==> config.mk <==
export PLATFORM = sky130hd
export DESIGN_NAME = sync_fifo_flags
export DESIGN_NICKNAME = d
export VERILOG_FILES = /design/src/rtl/sync_fifo_flags.sv
export SDC_FILE = /design/constraint.sdc
export NUM_CORES = 1
export LEC_CHECK = 0
export ABC_AREA = 1
export CAP_MARGIN = 25
export CORE_AREA = 2 2 111 113
export CTS_BUF_LIST = sky130_fd_sc_hd__clkbuf_2
export DETAILED_ROUTE_END_ITERATION = 12
export DIE_AREA = 0 0 113 115
export GPL_ROUTABILITY_DRIVEN = 0
export PLACE_DENSITY = 0.87
export SYNTH_ARGS = -nofsm -noshare
export SYNTH_HDL_FRONTEND = slang
export SYNTH_SLANG_ARGS = --single-unit
==> constraint.sdc <==
create_clock -name clk -period 1.7 [get_ports clk]
set_input_delay 0.17 -clock clk [delete_from_list [all_inputs] [get_ports clk]]
set_output_delay 0.17 -clock clk [all_outputs]
set_load 0.02 [all_outputs]
==> src/rtl/sync_fifo_flags.sv <==
// Single-clock FIFO with fill level, almost-full/empty thresholds, sticky error flags,
// synchronous flush and a selectable first-word-fall-through or registered read port.
module sync_fifo_flags #(
  parameter int unsigned ADDR_SIZE = 4,
  parameter int unsigned DATA_SIZE = 8,
  parameter bit          FWFT      = 1'b1
) (
  input  logic                 clk,
  input  logic                 rst,
  input  logic [DATA_SIZE-1:0] wr_data,
  input  logic                 wr_inc,
  output logic                 wr_full,
  input  logic                 rd_inc,
  output logic [DATA_SIZE-1:0] rd_data,
  output logic                 rd_empty,
  input  logic                 flush,
  input  logic [ADDR_SIZE:0]   af_thresh,
  input  logic [ADDR_SIZE:0]   ae_thresh,
  output logic [ADDR_SIZE:0]   level,
  output logic                 almost_full,
  output logic                 almost_empty,
  output logic                 overflow,
  output logic                 underflow,
  input  logic                 clr_err
);

  localparam int unsigned        Depth     = 1 << ADDR_SIZE;
  localparam logic [ADDR_SIZE:0] LevelFull = (ADDR_SIZE + 1)'(Depth);
  localparam logic [ADDR_SIZE:0] One       = (ADDR_SIZE + 1)'(1);

  logic [DATA_SIZE-1:0] mem_q [Depth];

  logic [ADDR_SIZE:0] wr_ptr_q, wr_ptr_d;
  logic [ADDR_SIZE:0] rd_ptr_q, rd_ptr_d;
  logic [ADDR_SIZE:0] level_q, level_d;
  logic               overflow_q, overflow_d;
  logic               underflow_q, underflow_d;

  logic                 wa, ra;
  logic                 ov_set, un_set;
  logic [ADDR_SIZE-1:0] wr_idx, rd_idx;

  // Pointer MSBs only exist so the pointers wrap at 2*Depth; the level register
  // carries the full/empty distinction instead.
  logic unused_ptr_msb;
  assign unused_ptr_msb = wr_ptr_q[ADDR_SIZE] ^ rd_ptr_q[ADDR_SIZE];

  assign wr_idx = wr_ptr_q[ADDR_SIZE-1:0];
  assign rd_idx = rd_ptr_q[ADDR_SIZE-1:0];

  assign rd_empty     = (level_q == '0);
  assign wr_full      = (level_q == LevelFull);
  assign level        = level_q;
  assign almost_full  = (level_q >= af_thresh);
  assign almost_empty = (level_q <= ae_thresh);
  assign overflow     = overflow_q;
  assign underflow    = underflow_q;

  assign wa     = wr_inc & ~wr_full & ~flush;
  assign ra     = rd_inc & ~rd_empty & ~flush;
  assign ov_set = wr_inc & wr_full & ~flush;
  assign un_set = rd_inc & rd_empty & ~flush;

  always_comb begin
    wr_ptr_d    = wr_ptr_q;
    rd_ptr_d    = rd_ptr_q;
    level_d     = level_q;
    overflow_d  = overflow_q;
    underflow_d = underflow_q;

    if (flush) begin
      wr_ptr_d = '0;
      rd_ptr_d = '0;
      level_d  = '0;
    end else begin
      if (wa) wr_ptr_d = wr_ptr_q + One;
      if (ra) rd_ptr_d = rd_ptr_q + One;
      unique case ({wa, ra})
        2'b10:   level_d = level_q + One;
        2'b01:   level_d = level_q - One;
        default: level_d = level_q;
      endcase
    end

    // A same-cycle set beats clr_err so no error event is ever lost.
    if (clr_err) begin
      overflow_d  = 1'b0;
      underflow_d = 1'b0;
    end
    if (ov_set) overflow_d  = 1'b1;
    if (un_set) underflow_d = 1'b1;
  end

  always_ff @(posedge clk) begin
    if (rst) begin
      wr_ptr_q    <= '0;
      rd_ptr_q    <= '0;
      level_q     <= '0;
      overflow_q  <= 1'b0;
      underflow_q <= 1'b0;
    end else begin
      wr_ptr_q    <= wr_ptr_d;
      rd_ptr_q    <= rd_ptr_d;
      level_q     <= level_d;
      overflow_q  <= overflow_d;
      underflow_q <= underflow_d;
    end
  end

  // Storage is not reset; only the write gate honours rst.
  always_ff @(posedge clk) begin
    if (wa && !rst) mem_q[wr_idx] <= wr_data;
  end

  if (FWFT) begin : g_fwft
    assign rd_data = mem_q[rd_idx];
  end else begin : g_reg
    logic [DATA_SIZE-1:0] rd_data_q;

    always_ff @(posedge clk) begin
      if (rst) begin
        rd_data_q <= '0;
      end else if (ra) begin
        rd_data_q <= mem_q[rd_idx];
      end
    end

    assign rd_data = rd_data_q;
  end

endmodule

==> reports/qor.csv <==
stage,metric,value,unit
status,status,"finished, violations left",
status,failing checks,"design-rule violations, negative setup slack",
setup_path,Worst Reg2Reg Path Length in Cells,14,
yosys,Synth Flop Type,edfxtp_1,
finish,design area,8471,um^2
yosys,Mapped Cells,526,
cts,clock slew at reported path FFs,220,ps
route,wl on met1,6155,um
yosys,most frequent cell after synthesis,edfxtp_1,
cts,CTS tree,yes,
global_route,total congestion overflow,0,
finish,fill count,747,
finish,Post-layout nets,690,
cts,CTS Buf Count,17,
hold_path,hold depth,4,
global_route,vias in the first global route,4738,
cts,CTS Sinks,147,
yosys,Simple-Gate Fraction of Synth Area,6.948,%
finish,Area Overhead vs Synth,32.88,%
route,Top Layer Used,met4,
global_route,initial antenna violation count,0,
finish,Non-Filler Instances,808,
setup_path,critical path's slowest cell,dfxtp_4,
setup_path,"critical path fanouts, max",20,
cts,root buf cell,clkbuf_2,
global_route,largest net degree at the start of global routing,21,
floorplanning,die area,13000,um^2
pwr,Internal,4933,uW
pwr,Tot Pwr,6565,uW
yosys,"Distinct cells, synth",29,
yosys,Synth area leader,edfxtp_1,
sta,actual slew at the worst max-slew pin,680.5,ps
floorplanning,Die Y,115,um
yosys,top cell types by occurrence after synthesis,"128 x edfxtp_1, 70 x inv_1, 49 x a21oi_1",
run,reported max-cap violation count,0,
yosys,Synth Cell Area,6375,um^2
pwr,static leakage,0.003078,uW
route,drt wl/cell,21.87,um
floorplanning,num ports,43,
yosys,"EDFF count, synth",128,
cts,clk_lat worst skew,730,ps
setup_path,"slowest stage delay, CP",420,ps
placed_design,Placed Cells,751,
setup_path,CP arrival,2300,ps
pwr,Sw Ratio,24.86,%
pwr,peak supply drop,312.7,uV
pwr,Comb power frac,11.1,%
yosys,xor and xnor fraction of the mapped netlist area,0.5496,%
route,met3 wire length,1471,um
yosys,"top cells by area, synth","edfxtp_1 60%, dfxtp_1 6.0%, mux2i_1 5.0%",
yosys,top-area cell type share of the netlist area,60.29,%
cts,Max clock buf depth,2,
route,vias,4836,
route,DRT antenna net count,0,
yosys,syn_nets,568,
route,overall routed net length,17670,um
cts,H-tree Lvls,4,
sta,final hold violations,0,
sta,Clock Skews,36.40,ps
floorplanning,Rows,40,
setup_path,critical path class,flip-flop to output pin,
floorplanning,core area,11810,um^2
setup_path,Worst Setup End Kind,output pin,
route,DR WL met2,9337,um
setup_path,crit start category,flip-flop,
finish,antenna diode count,0,
yosys,adder-cell area share of the yosys netlist,3.533,%
sta,final worst setup slack,-765.7,ps
route,drt via density,5.985,
sta,Slew headroom,54.49,%
hold_path,worst hold path class,input port to flip-flop,
pwr,Power Dens Cells,775.0,nW/um^2
setup_path,RR Startpoint,level[3],
finish,layout cells sized above 1,32.98,%
yosys,mux share of post-synthesis cell area,5.025,%
sta,Tcrit/Tclk final,145.0,%
yosys,largest family of logic cells by synthesized area,compound AO/OA/AOI/OAI gates,
sta,minimum clock period,2466,ps
yosys,post-synthesis compound-gate area fraction,11.64,%
global_route,overall global routing resource usage,24.54,%
route,DRT iter0 DRCs,643,
pwr,Clk pwr share,28.8,%
placed_design,placed inst area,7380,um^2
route,Residual DRC,2,
sta,endpoints failing setup,145,
yosys,post-synthesis sequential area ratio,66.26,%
setup_path,crit path capture,rd_data[4],
sta,max-slew violation count,0,
floorplanning,chip width,113,um
setup_path,CP cell instances,buf_4 > buf_12 > a21oi_1 > o21ai_0 > o211ai_1 > nand3_1 > nand2_1 > buf_6,
pwr,sequential power share,60.2,%
placed_design,PortBufs,42,
yosys,Async SR Flop Fraction,0,%
setup_path,worst r2r dst,level[2],
setup_path,CP Data Required Time,1530,ps
yosys,"FF+latch count, synth",147,
setup_path,"setup slack, reg-to-reg",-440,ps
sta,Fin Setup TNS,-17390,ps
placed_design,Post-DP HPWL,9739,um
floorplanning,Initial Utilization,53.97,%
yosys,synthesized area per cell,12.12,um^2
global_route,first-pass GRT wire length,23890,um
sta,maximum clock rate,405.6,MHz
sta,unrepaired setup endpoints after global routing,true,
yosys,YS warnings,0,
route,drt pass-1 iters,9,
hold_path,Worst Min Path Start,clr_err,
cts,Hold Buf Count CTS,0,
pwr,switching pwr,1632,uW
-- how the worst min path moves through the flow --
stage / end / slack (ps)
6_report: overflow / 80
5_1_grt: underflow / 30
4_1_cts: overflow / 40
3_5_place_dp: underflow / 470
3_3_place_gp: overflow / 450
2_1_floorplan: overflow / 240
-- cells in the final DEF, fill, tap and decap left out, types with 7 or more instances in the layout --
cell,count
a21oi_1,37
mux2i_1,28
nor2_1,13
buf_4,38
dfxtp_1,13
nor2_2,7
clkbuf_2,21
o211ai_1,32
nand2_1,18
edfxtp_1,128
a21oi_2,11
buf_6,51
o21ai_0,14
nand2_2,9
o21ai_1,29
clkdlybuf4s50_1,23
nand3_1,21
ha_4,7
ha_1,10
inv_1,65
nor2_4,13
-- area by class of cell --
cell class / count / area, um^2 / share of cell area [%]
flip-flops and latches: 147 / 4244 / 50.10
well taps: 147 / 183.9 / 2.171
repair buffers: 125 / 1325 / 15.64
clock inverters: 12 / 115.1 / 1.359
inverters: 74 / 295.3 / 3.486
clock buffers: 20 / 100.1 / 1.182
multi-input cells: 283 / 2207 / 26.06
-- power by group through the flow --
stage | sequential [uW] | combinational, uW | clock [uW]
after global placement | 4030 | 491 | 0
final | 3950 | 727 | 1890
after floorplan | 4040 | 244 | 0
after global routing | 3950 | 774 | 2030
after CTS | 3950 | 645 | 1870
after detailed placement | 4030 | 521 | 0
-- kinds of logic after synthesis --
group | count (synthesis)
buffers and inverters | 96
xor gates and xnor gates | 4
adders and majority gates | 18
DFF | 147
muxes | 32
and+or+nand+nor | 98
AOI/OAI and AO/OA | 131
-- layer usage --
metal,up-vias,track usage (%)
li1,2123,-
met1,2356,28.23
met2,293,42.87
met3,64,6.273
met4,0,12.36
met5,-,0
-- sequential cells by signal, summed over array words and instances, names as in the netlist, named ones only --
name / count
wr_ptr_q: 4
level: 5
underflow: 1
mem_q: 128
overflow: 1
rd_ptr_q: 4
-- worst max-delay path: cells and delay by family, from the launching register on --
family                 cells  cell delay [ps]
AOI/OAI and AO/OA          3              450
buffers and inverters      3              430
DFF                        1              420
and+or+nand+nor            2              270
-- metrics by stage --
step | setup WS (ps) | hold WS, ps | utilization [%]
after global placement | -398.1 | 451.2 | 62.48
after floorplan | -39.57 | 239.1 | -
after detailed placement | -468.2 | 472.3 | 62.48
final | -765.7 | 75.78 | 71.72
after CTS | -701.6 | 37.17 | 68.52
after global routing | -891.4 | 28.77 | 71.72
-- repair_timing --
item / CTS / global route
pin swaps: 29 / 31
endpoints found under the setup margin: 72 / 144
setup buffers: 15 / 9
gates resized for setup: 189 / 87
gates cloned: 3 / 1
(Power assumes the default switching activity.)
